$ cat src/rtl/core_seq_ctrl.sv
// Multi-cycle sequencer for the single-issue RV32I core: owns pc/ir, steps
// FETCH-DECODE-EXECUTE-MEM-WB, qualifies write strobes and halts on faults.
module core_seq_ctrl #(
  parameter logic [31:0] RESET_PC    = 32'h0000_0000,
  parameter int unsigned MEM_TIMEOUT = 255
) (
  input  logic        clock,
  input  logic        reset_n,
  input  logic        start,
  input  logic        stop,
  output logic        imem_req,
  output logic [31:0] imem_addr,
  input  logic        imem_ack,
  input  logic [31:0] imem_rdata,
  output logic [31:0] ir,
  input  logic        dec_wEn,
  input  logic        dec_mem_wEn,
  input  logic        dec_wb_sel,
  output logic        dmem_req,
  output logic        dmem_we,
  input  logic        dmem_ack,
  output logic        rf_we,
  output logic [31:0] pc,
  output logic        busy,
  output logic        retired,
  output logic [31:0] instret,
  output logic        fault,
  output logic [1:0]  fault_code
);

  typedef enum logic [2:0] {
    IDLE, FETCH, DECODE, EXECUTE, MEM, WB, HALT
  } state_t;

  localparam logic [15:0] TIMEOUT = 16'(MEM_TIMEOUT);

  state_t      state, state_next;
  logic [15:0] wait_cnt;
  logic [1:0]  code_next;
  logic        retire;
  logic        legal;

  always_comb begin
    legal = ir[6:0] inside {7'b0110011, 7'b0010011, 7'b0000011, 7'b0100011};
  end

  always_comb begin
    state_next = state;
    code_next  = fault_code;
    retire     = 1'b0;
    case (state)
      IDLE:    if (start) state_next = FETCH;
      FETCH: begin
        if (imem_ack) begin
          state_next = DECODE;
        end else if (wait_cnt == TIMEOUT) begin
          state_next = HALT;
          code_next  = 2'd2;
        end
      end
      DECODE: begin
        if (legal) begin
          state_next = EXECUTE;
        end else begin
          state_next = HALT;
          code_next  = 2'd1;
        end
      end
      EXECUTE: state_next = (dec_wb_sel || dec_mem_wEn) ? MEM : WB;
      MEM: begin
        // Stores retire in the ack cycle itself; loads still need WB.
        if (dmem_ack) begin
          if (dec_mem_wEn) begin
            retire     = 1'b1;
            state_next = stop ? IDLE : FETCH;
          end else begin
            state_next = WB;
          end
        end else if (wait_cnt == TIMEOUT) begin
          state_next = HALT;
          code_next  = 2'd3;
        end
      end
      WB: begin
        retire     = 1'b1;
        state_next = stop ? IDLE : FETCH;
      end
      HALT:    state_next = HALT;
      default: state_next = IDLE;
    endcase
  end

  // Requests and strobes decode from state (plus decoder fields), never from an ack.
  always_comb begin
    imem_req  = (state == FETCH);
    imem_addr = pc;
    dmem_req  = (state == MEM);
    dmem_we   = (state == MEM) && dec_mem_wEn;
    rf_we     = (state == WB) && dec_wEn;
    busy      = (state != IDLE) && (state != HALT);
    fault     = (state == HALT);
    retired   = retire;
  end

  always_ff @(posedge clock or negedge reset_n) begin
    if (!reset_n) begin
      state      <= IDLE;
      pc         <= RESET_PC;
      ir         <= '0;
      instret    <= '0;
      fault_code <= '0;
      wait_cnt   <= '0;
    end else begin
      state      <= state_next;
      fault_code <= code_next;
      if (state == FETCH && imem_ack) ir <= imem_rdata;
      if (retire) begin
        pc      <= pc + 32'd4;
        instret <= instret + 32'd1;
      end
      if (state_next != state) begin
        wait_cnt <= '0;
      end else if ((state == FETCH && !imem_ack) || (state == MEM && !dmem_ack)) begin
        wait_cnt <= wait_cnt + 16'd1;
      end
    end
  end

endmodule
$ cat config.mk
export PLATFORM = sky130hd
export DESIGN_NAME = core_seq_ctrl
export DESIGN_NICKNAME = d
export VERILOG_FILES = /design/src/rtl/core_seq_ctrl.sv
export SDC_FILE = /design/constraint.sdc
export NUM_CORES = 1
export LEC_CHECK = 0
export BUFFER_PORTS_ARGS = -buffer_cell sky130_fd_sc_hd__buf_2
export CORE_MARGIN = 2
export CORE_UTILIZATION = 30
export CTS_CLUSTER_DIAMETER = 30
export DETAILED_ROUTE_END_ITERATION = 6
export HOLD_SLACK_MARGIN = 0.08
export PLACE_DENSITY_LB_ADDON = 0.05
export SETUP_SLACK_MARGIN = 0.3
export SYNTH_ARGS = -nofsm -noshare
export SYNTH_HDL_FRONTEND = slang
export SYNTH_SLANG_ARGS = --single-unit
$ cat constraint.sdc
create_clock -name clock -period 6.54 [get_ports clock]
set_clock_uncertainty 0.1 [all_clocks]
set_input_delay 0.654 -clock clock [delete_from_list [all_inputs] [get_ports clock]]
set_output_delay 0.654 -clock clock [all_outputs]
set_load 0.01 [all_outputs]
# Word level (Yosys, flattened, before mapping)
# Index checks and enable logic that the tools add are counted.
totals:
  reg_bits: 117
  input_bits: 41
  out_inout_bits: 137
  word_cells: 63
classes:
  addsub: 3
  eq_ne: 18
  mux: 20
  n_reduce_logical: 16
op_table:
  columns: ["cell", "n"]
  rows:
  - ["adder 32 x 1 -> 32 bit, second input constant", 1]
  - ["adder 32 x 3 -> 32 bit, second input constant", 1]
  - ["2-to-1 mux 16 bit", 2]
  - ["case mux 3 bit (7 select lines)", 1]
  - ["2-to-1 mux 3 bit", 6]
  - ["adder 16 x 1 -> 16 bit, second input constant", 1]
  - ["== test 16 x 8 -> 1 bit, second input constant", 1]
  - ["== test 7 x 6 -> 1 bit, second input constant", 2]
  - ["2-to-1 mux 2 bit", 5]
  - ["== test 3 bit, second input constant", 3]
  - ["== test 7 x 2 -> 1 bit, second input constant", 1]
  - ["== test 7 x 5 -> 1 bit, second input constant", 1]
  - ["== test 3 x 2 -> 1 bit, second input constant", 2]
  - ["logical AND 1 bit", 6]
  - ["!= test 2 bit, second input constant", 3]
  - ["case mux 2 bit (3 select lines)", 1]
  - ["AND reduction 6 bit", 1]
  - ["nonzero test 3 bit", 2]
  - ["2-to-1 mux 1 bit", 4]
  - ["!= test 2 x 1 -> 1 bit, second input constant", 2]
  - ["nonzero test 4 bit", 1]
  - ["== test 3 x 1 -> 1 bit, second input constant", 1]
  - ["logical NOT 3 bit", 1]
  - ["!= test 3 bit", 1]
  - ["other kinds (5)", 7]

# Depth between registers and ports, before layout
# Gate-level depths: netlist of the first run.
depth:
  ltp_word: 6
  ltp_mapped: 8

# Least setup slack after synthesis of the first run
# Ideal clock, no wire load.
synth_timing:
  path_kind: "input-to-reg"
  startpoint: "input port dmem_ack"
  endpoint: "register wait_cnt[13]"
  setup_time_ns: 0.129
  arrival_time_ns: 1.917
  slack_ns: 4.393
  stages: 5
  n_path_buf: 0
  cell_sequence: "or4b_2 a21oi_2 nand4_1 xor2_1 nor2_1"
synth_between:
  elab_chain_cells: 4
  word_cells_on_any_way: 8
  cone_classes: "eq/ne: 1; mux: 3; reduce/logical: 4"
synth_rtl:
  columns: ["element", "line_no", "text"]
  rows:
  - ["from (decl)", "21", "input logic dmem_ack,"]
  - ["2-to-1 mux 3 bit or logical NOT 1 bit (tied branches)", "72, 123", null]
  - ["case mux 3 bit (7 select lines) or logical AND 1 bit (tied branches)", "51, 123", null]
  - ["!= test 3 bit or logical OR 1 bit (tied branches)", "121, 123", null]
  - ["2-to-1 mux 16 bit or nonzero test 2 bit (tied branches)", null, null]
  - ["to (signal assigned)", "124", "wait_cnt <= wait_cnt + 16'd1;"]
  - ["to (decl)", "38", "logic [15:0] wait_cnt;"]
# Parallel ways exist; a longest one is shown, timed or not.
# A chain may end at the register's enable or synchronous reset.

# Worst setup path after layout of the first run
layout_timing:
  startpoint: "register state[1]"
  endpoint: "output port retired"
layout_between:
  elab_chain_cells: 2
  word_cells_on_any_way: 3
  cone_classes: "eq/ne: 2; mux: 1"
layout_rtl:
  columns: ["element", "line_no", "text"]
  rows:
  - ["from (decl)", "37", "state_t state, state_next;"]
  - ["from (signal assigned)", "114", "state <= state_next;"]
  - ["== test 3 bit", "51", "case (state)"]
  - ["case mux 1 bit (2 select lines) (*)", "51", null]
  - ["to (decl)", "25", "output logic retired,"]
# Every way passes the cells marked *; elsewhere a longest branch is shown, timed or not.

==> run metrics, run 1 <==
maximum number of pins on one net before global-route repair=66; # nets final=slightly below 700; Worst Setup EP=retired; first-pass GRT wire length=about 21000 um; Register Area=roughly 2900 um2; worst slack after detailed placement=3752 ps; synthesized netlist cell count=~490; final routed DRC violation total=0; Die Wd=138.9 um; Worst Slack Setup Final=about 3500 ps; crit start category=flop; number of cells traversed by the worst register-to-register path=5; antenna violations before repair=0; Peak Freq=~330 MHz; number of hold-repair buffers added at the cts stage=0; top library cells by usage in the layout, fill and taps aside=buf_2 (172), dfrtp_1 (115), nand2_1 (41), xnor2_1 (41), nor2_1 (39); share of synthesized area occupied by flip-flops and latches=between 50% and 60%; critical path launch point=state[1]; Port-buffer cells=~170; Layout fillers=~1800; Row Count=slightly below 50; area added between synthesis and finish=26.83%; start of the worst register-to-register path=state[1]; sum of routed wire length over all layers=around 13000 um; most common cell after layout, fill and taps aside=buf_2; antenna diode instance count=0; share of the cycle needed by the critical path after routing=around 46%; ys async rst share=100.0%; Arr. time, crit path=2250 ps; Detailed Place HPWL=between 9000 and 10000 um; Antenna Violating Nets Remaining=0; worst slew pin tran=about 860 ps; busiest layer in global routing=met2; drt pass-1 iters=4; most frequently used flop master after synthesis=dfrtp_1; min-delay worst type=in2async; aggregate global-route resource usage=around 14%; power per cell area=~380 nW/um2; TritonCTS clock tree=yes; number of synthesized register bits=~120; vias post-DR=just over 4000; met3 track demand over resource in global routing=under 10%; final hold violation count=0; first-iteration detailed-routing DRC count=132; RR Endpoint=instret[24]; total of max-cap violations=0; utilization after layout=38.65%; maximum fanout encountered on the critical timing path=17; clock-pin slew reported for the worst setup and hold paths after clock tree synthesis=about 60 ps; maximum count of clock buffers along a single path=2; maximum vdd ir drop=0.0001834 V; Leakage Power=~3.4 nW; Tot Pwr=about 2.6 mW; cell at the root of the clock tree=clkbuf_16; Final setup violation count=0; required time worst endpoint=5790 ps; area of the multi-input gates=around 2200 um2; clock period minus worst slack=between 3000 and 4000 ps; number of instances resized during post-cts repair=0; Worst path slowest cell=nor2_1; global routing met2 resource utilization=between 20% and 30%; buffers inserted during post-CTS setup optimization=0; summed negative setup slack over all endpoints=0 ps; RSZ-0062 raised after global routing=no; vias in the first global route=between 4000 and 5000; Top Ports=between 150 and 200; Clock Latency Late Sink=just over 400 ps; initial core utilization=a little over 30%; Die Outline Area=19280 um2; Synth cell types=48; worst path cell trace=nand2b_1, nor2_1, buf_2; Congestion Overflow GR=0; placeable core region=roughly 18000 um2; syn avg cell area=approximately 11 um2; Die Span Y=about 140 um; outcome=complete, no violations; Wirelength per Cell=between 10 and 15 um; setup slack, reg-to-reg=3980 ps; number of flops mapped to enable cells by yosys=0; number of vias per cell=roughly 4.6; met1 Track Usage GR=18.07%; largest stage delay on the critical path=approximately 570 ps; kind of critical path=reg2out; netlist area before placement=roughly 5500 um2; clock buffer count from CTS=17; count of H-tree levels built during CTS=4; fraction of final layout cells with drive strength greater than 1=38.58%; worst max-slew margin expressed relative to the limit=42.63%; clk sinks=between 100 and 150; endpoint class of the critical path=output pin; weighted congestion reported at the end of routability-driven placement=just under 0.8; Slew Viols, Final=0; Yosys warning count=0
## power breakdown
part / switching [mW] / internal, mW / total, mW
Clock: 0.338 / 0.610 / 0.948
Sequential: 0.135 / 0.858 / 0.993
Combinational: 0.357 / 0.304 / 0.661
Total: 0.831 / 1.77 / 2.60
## cells by family after synthesis
logic type               count (synthesis)  share of synthesized area (%)
AO/OA/AOI/OAI                           20                          3.142
XOR/XNOR                                75                          12.04
adder cells (fa/ha/maj)                  3                         0.6881
buffers and inverters                   53                          6.238
flip-flops                             115                          52.75
multiplexers                            34                          7.018
other                                    1                        0.06874
AND/OR/NAND/NOR                        184                          18.05
## worst max-delay path: cells and delay by family, from the launching register on
| family | cells | cell delay (ps) |
|---|---|---|
| buffers and inverters | 1 | 250 |
| DFF | 1 | 550 |
| and+or+nand+nor | 2 | 1030 |
## routing by layer
layer	part of all wire, %	up-vias
met5	0	-
li1	-	1927
met4	1.0	0
met1	46	1976
met3	6.8	10
met2	46	140
## stage by stage
step / hold slack (ps) / cell area, um2 / cells
after floorplan: 258.4 / 5466 / 488
after global placement: 353.0 / 6316 / 845
after detailed placement: 359.3 / 6316 / 845
after CTS: 196.7 / 6919 / 877
after global routing: 226.1 / 6919 / 877
final: 183.8 / 6919 / 877
## synthesized netlist by cell type, types with 3 or more instances
master	instances	share of area, %
dfrtp_1	115	53
nand2_1	41	2.8
xnor2_1	41	6.6
nor2_1	39	2.7
buf_4	34	4.7
xor2_1	34	5.5
mux2_2	31	6.4
nand3_1	27	2.5
and3_1	16	1.8
nand4_1	15	1.7
nor3_1	11	1.0
and2_1	8	0.92
inv_1	7	0.48
and4_1	6	0.96
clkbuf_1	6	0.41
a21oi_1	5	0.46
buf_2	5	0.46
o21ai_0	4	0.37
ha_1	3	0.69
mux2_1	3	0.62
nand2b_1	3	0.34
or4b_2	3	0.55
## final cells by class
cell class              instances  share of cell area, %
clock inverters                12                  2.260
well taps                     229                  4.141
flip-flops and latches        115                  41.59
clock buffers                  20                  6.456
repair buffers                174                  12.66
inverters                       7                 0.3797
multi-input cells             320                  32.51
## worst min-delay path by stage
stage,from,to,slack [ps],cells past startpoint
after floorplan,reset_n,fault_code[0],260,0
after detailed placement,instret[31],instret[31],360,1
after global placement,instret[31],instret[31],350,1
after global routing,reset_n,imem_addr[30],230,1
final,reset_n,imem_addr[30],180,1
after CTS,reset_n,imem_addr[30],200,1
## flip-flops by register name, indices dropped and copies added (netlist names)
register,cells
instret,32
wait_cnt,16
state,3
imem_addr,30
ir,32
fault_code,2
Power figures use the tool's default switching activity.
==> inputs of run 2 (changes only) <==
Clock period 6.54 ns to 2.4 ns, I/O delays scaled along.
==> run metrics, run 2 (synthesis results as in run 1) <==
kind of critical path=reg2reg; Peak Freq=~460 MHz; cell at the root of the clock tree=clkbuf_16; maximum count of clock buffers along a single path=2 (unchanged); Reg power frac=36.3% (-1.9 points); top library cells by usage in the layout, fill and taps aside=buf_2 (172), dfrtp_1 (109), nand2_1 (41), xnor2_1 (41), nor2_1 (37); antenna violations before repair=0 (unchanged); vias post-DR=4257 (+5.0%); vias in the first global route=4143 (+3.5%); Top Ports=178 (unchanged); Inst Count DP=861 (+1.9%); RSZ-0062 raised after global routing=yes; fraction of final layout cells with drive strength greater than 1=41.47% (+2.9 points); sum of routed wire length over all layers=13610 um (+3.8%); most common cell after layout, fill and taps aside=buf_2; antenna diode instance count=0 (unchanged); Slew Viols, Final=0 (unchanged); worst path cell trace=or4_4, nor4_4, buf_4, a221oi_2, o2111ai_4, buf_12, nor2_1; first-pass GRT wire length=22270 um (+4.9%); worst max-slew margin expressed relative to the limit=57.12% (+14 points); min-delay worst type=in2reg; maximum fanout encountered on the critical timing path=16 (-1); worst slew pin tran=643.2 ps (-217.4 ps); Internal Power=5.022 mW (+180%); required time worst endpoint=2600 ps (-3190 ps); Port-buffer cells=173 (unchanged); Die Wd=138.9 um (unchanged); count of H-tree levels built during CTS=4 (unchanged); total of max-cap violations=0 (unchanged); Layout Cells excl Fill=938 (+7.0%); weighted congestion reported at the end of routability-driven placement=0.7415 (-6.0%); Worst path slowest cell=or4_4; combinational share of power=29.9% (+4.5 points); largest stage delay on the critical path=560 ps (about the same); # nets final=740 (+9.0%); clock buffer count from CTS=17 (unchanged); Clock Latency Late Sink=410 ps (about the same); final hold violation count=0 (unchanged); Row Count=49 (unchanged); Layout fillers=1751 (-1.7%); area added between synthesis and finish=39.20%; clock-pin slew reported for the worst setup and hold paths after clock tree synthesis=50 ps (about the same); Final setup violation count=0 (unchanged); first-iteration detailed-routing DRC count=281 (+110%); clock period minus worst slack=about 2200 ps; power dissipated by switching net loads=2.315 mW (+180%); initial core utilization=30.47% (unchanged); TritonCTS clock tree=yes; placeable core region=17900 um2 (unchanged); aggregate global-route resource usage=14.44% (+0.60 points); crit start category=flop; Die Outline Area=19280 um2 (unchanged); Leakage Power=3.758 nW (+9.7%); Congestion Overflow GR=0 (unchanged); Arr. time, crit path=2360 ps (+110 ps); clk sinks=115 (unchanged); Cell Area, Placed=6486 um2 (+2.7%); share of the cycle needed by the critical path after routing=between 90% and 100%; outcome=complete, no violations; endpoint class of the critical path=flop; sw frac=31.55% (-0.37 points); drt pass-1 iters=4 (unchanged); Die Span Y=138.9 um (unchanged); Detailed Place HPWL=9738 um (+4.2%); maximum number of pins on one net before global-route repair=46 (-30%); cell area after layout=7594 um2 (+9.7%); maximum vdd ir drop=0.0005246 V (+190%); power per cell area=966.2 nW/um2 (+160%); summed negative setup slack over all endpoints=0 ps (unchanged); number of vias per cell=4.538 (-1.8%); relative contribution of the clock network to total power=33.8% (-2.6 points); final routed DRC violation total=0 (unchanged); Wirelength per Cell=14.51 um (-2.9%); Antenna Violating Nets Remaining=0 (unchanged)
-- run 2: changes by cell type in the layout (fill, tap and decap cells not counted), sizes merged --
| cell | previous run | this run |
|---|---|---|
| dlygate4sd3 | 0 | 34 |
| buf | 174 | 201 |
| clkbuf | 20 | 24 |
| bufinv | 3 | 1 |
| clkinvlp | 4 | 2 |
| clkinv | 4 | 5 |
| inv | 8 | 7 |
-- run 2: area by class of cell --
| type | count | area, um2 | area share [%] |
|---|---|---|---|
| Multi-Input combinational cell | 320 | 2337 | 30.78 |
| Inverter | 7 | 26.28 | 0.3460 |
| Timing Repair Buffer | 235 | 1473 | 19.39 |
| Clock buffer | 24 | 511.7 | 6.739 |
| Sequential cell | 115 | 2885 | 38.00 |
| Clock inverter | 8 | 73.82 | 0.9722 |
| Tap cell | 229 | 286.5 | 3.773 |
-- run 2: per-layer routing --
layer  vias up  GRT usage [%]  share of wire [%]
met5         -              0                  0
met4         0          4.625                1.1
met3        13          5.283                6.6
met2       146          21.73                 46
met1      2041          19.41                 46
li1       2057              -                  -
-- run 2: path summary, 6_finish.rpt --
check	from	end	slack, ps	cells after the start
worst max-delay path	wait_cnt[12]	wait_cnt[14]	240	7
max in group asynchronous	reset_n	imem_addr[6]	1210	3
worst min register to register	instret[31]	instret[31]	370	1
min in group asynchronous	reset_n	ir[24]	300	2
worst max register to register	wait_cnt[12]	wait_cnt[14]	240	7
worst min-delay path	dec_mem_wEn	state[2]	130	4
-- run 2: repair_timing --
item                       in CTS  in global routing
hold endpoints to repair       76                  0
pin swaps                       1                  3
setup buffers                   2                  9
setup endpoints to repair      31                 55
gates resized for setup         8                 16
hold buffers                   34                  0
-- run 2: through the flow --
| stage | hold WS [ps] | setup slack [ps] | util, % | power, mW |
|---|---|---|---|---|
| after floorplan | -155.6 | 281.8 | - | 3.869 |
| after global placement | 211.4 | 161.2 | 36.23 | 4.734 |
| after detailed placement | 205.0 | 157.5 | 36.23 | 4.749 |
| after CTS | 102.6 | 244.3 | 41.71 | 7.335 |
| after global routing | 128.0 | 152.4 | 42.42 | 7.785 |
| final | 133.8 | 235.7 | 42.42 | 7.337 |
-- run 2: power groups by stage --
| stage | Combinational (mW) | Clock (mW) | Sequential, mW |
|---|---|---|---|
| detailed placement | 2.04 | 0 | 2.71 |
| CTS | 2.11 | 2.54 | 2.68 |
| floorplan | 1.07 | 0 | 2.80 |
| finish | 2.19 | 2.48 | 2.67 |
| global placement | 2.05 | 0 | 2.69 |
| global route | 2.39 | 2.65 | 2.74 |
-- run 2: critical path: cells and delay by family, from the launching register on --
kind / cells / cell delay (ps)
AND/OR/NAND/NOR: 3 / 890
AO/OA/AOI/OAI: 2 / 290
buffers and inverters: 2 / 350
flip-flops: 1 / 420
==> inputs of run 3 (changes only) <==
Settings changed: PLACE_DENSITY set to 0.53, PLACE_DENSITY_LB_ADDON 0.05 to not set.
==> run metrics, run 3 (synthesis results as in run 1) <==
maximum number of pins on one net before global-route repair=41 (-11%); endpoint class of the critical path=flop; Row Count=49 (unchanged); aggregate global-route resource usage=13.68% (-0.75 points); RR Endpoint=wait_cnt[3]; Worst Setup EP=wait_cnt[3]; count of H-tree levels built during CTS=4 (unchanged); Detailed Place HPWL=9305 um (-4.5%); area added between synthesis and finish=40.02%; Arr. time, crit path=2360 ps (about the same); share of the cycle needed by the critical path after routing=90.39% (+0.22 points); Congestion Overflow GR=0 (unchanged); first-iteration detailed-routing DRC count=148 (-47%); number of vias per cell=4.597 (+1.3%); Leakage Power=3.770 nW (+0.30%); RSZ-0062 raised after global routing=yes; initial core utilization=30.47% (unchanged); weighted congestion reported at the end of routability-driven placement=0.7670 (+3.4%); final hold slack=111.7 ps (-22.05 ps); # nets final=741 (+0.14%); Top Ports=178 (unchanged); clock buffer count from CTS=17 (unchanged); Die Outline Area=19280 um2 (unchanged); cell at the root of the clock tree=clkbuf_16; critical path launch point=wait_cnt[15]; clk sinks=115 (unchanged); min-delay worst type=in2async; Wirelength per Cell=14.00 um (-3.5%); crit start category=flop; power per cell area=981.0 nW/um2 (+1.5%); total of max-cap violations=0 (unchanged); Worst path slowest cell=or4_4; top library cells by usage in the layout, fill and taps aside=buf_2 (173), dfrtp_1 (110), xnor2_1 (41); worst path cell trace=or4_4, nor4_4, buf_4, a221oi_4, o2111ai_4, buf_12, nor2_1; worst slack after detailed placement=140.3 ps (-17.19 ps); Port-buffer cells=173 (unchanged); worst slew pin tran=578.4 ps (-64.75 ps); Slew Viols, Final=0 (unchanged); start of the worst register-to-register path=wait_cnt[15]; number of cells traversed by the worst register-to-register path=7 (unchanged); worst max-slew margin expressed relative to the limit=61.14% (+4.0 points); Peak Freq=460.9 MHz (-0.24%); outcome=complete, no violations; placeable core region=17900 um2 (unchanged); setup slack, reg-to-reg=230 ps (about the same); antenna diode instance count=0 (unchanged); Clock Latency Late Sink=410 ps (about the same); largest stage delay on the critical path=550 ps (about the same); fraction of final layout cells with drive strength greater than 1=41.55% (+0.082 points); final hold violation count=0 (unchanged); clock period minus worst slack=2169 ps (+5.196 ps); most common cell after layout, fill and taps aside=buf_2; Die Span Y=138.9 um (unchanged); final routed DRC violation total=0 (unchanged); maximum fanout encountered on the critical timing path=16 (unchanged); vias in the first global route=4264 (+2.9%); Worst Slack Setup Final=230.5 ps (-5.196 ps); maximum count of clock buffers along a single path=2 (unchanged); vias post-DR=4317 (+1.4%); Inst Count DP=859 (-0.23%); drt pass-1 iters=5 (+1); antenna violations before repair=0 (unchanged); first-pass GRT wire length=21460 um (-3.7%); summed negative setup slack over all endpoints=0 ps (unchanged); required time worst endpoint=2590 ps (about the same); maximum vdd ir drop=0.0005197 V (-0.94%); Layout Cells excl Fill=939 (+0.11%); Die Wd=138.9 um (unchanged); clock-pin slew reported for the worst setup and hold paths after clock tree synthesis=50 ps (about the same); sum of routed wire length over all layers=13150 um (-3.4%); Antenna Violating Nets Remaining=0 (unchanged); Final setup violation count=0 (unchanged); TritonCTS clock tree=yes; kind of critical path=reg2reg
[run 3: changes by cell type in the layout (fill, tap and decap cells not counted), sizes merged]
cell	previous run	this run
clkbuf	24	20
clkinv	5	3
bufinv	1	4
inv	7	8
buf	201	202
clkinvlp	2	4
[run 3: worst min path at each step]
stage / depth (start not counted) / end / slack, ps / from
2_1_floorplan: 0 / fault_code[0] / -160 / reset_n
3_3_place_gp: 1 / ir[27] / -4 / reset_n
3_5_place_dp: 1 / ir[18] / -3 / reset_n
4_1_cts: 4 / state[0] / 90 / stop
5_1_grt: 2 / ir[23] / 120 / reset_n
6_report: 2 / ir[23] / 110 / reset_n
[run 3: where the power goes]
| group | switching, mW | internal [mW] | total [mW] |
|---|---|---|---|
| combinational | 1.07 | 1.02 | 2.10 |
| clock | 0.906 | 1.82 | 2.73 |
| sequential | 0.324 | 2.35 | 2.67 |
[run 3: area by class of cell]
| cell class | count | area, um2 |
|---|---|---|
| Clock buffer | 20 | 466.7 |
| Fill cell | 1732 | 10260 |
| Clock inverter | 12 | 177.7 |
| Tap cell | 229 | 286.5 |
| Inverter | 7 | 26.28 |
| Multi-Input combinational cell | 320 | 2337 |
| Sequential cell | 115 | 2884 |
| Timing Repair Buffer | 236 | 1460 |
[run 3: metrics by stage]
step / instance area [um2] / total power [mW] / utilization, %
6_report: 7639 / 7.493 / 42.67
2_1_floorplan: 5466 / 3.869 / -
4_1_cts: 7535 / 7.581 / 42.09
3_5_place_dp: 6445 / 4.695 / 36.00
5_1_grt: 7639 / 7.908 / 42.67
3_3_place_gp: 6445 / 4.657 / 36.00
[run 3: what timing repair did]
action,in CTS,in global routing
endpoints found under the setup margin,39,70
setup buffers,6,8
endpoints found under the hold margin,148,0
pin swaps,1,8
gates cloned,0,0
hold buffers,34,0
gates resized for setup,15,11
[run 3: critical path: cells and delay by family, from the launching register on]
kind                   cells  cell delay (ps)
AO/OA/AOI/OAI              2              300
flip-flops                 1              390
buffers and inverters      2              360
AND/OR/NAND/NOR            3              900
[run 3: layer usage]
| layer | routed length (um) | vias to the layer above | global-route usage (%) |
|---|---|---|---|
| li1 | - | 2052 | - |
| met1 | 5838 | 2103 | 17.20 |
| met2 | 6278 | 144 | 22.40 |
| met3 | 829 | 18 | 3.902 |
| met4 | 198 | 0 | 5.316 |
| met5 | 0 | - | 0 |
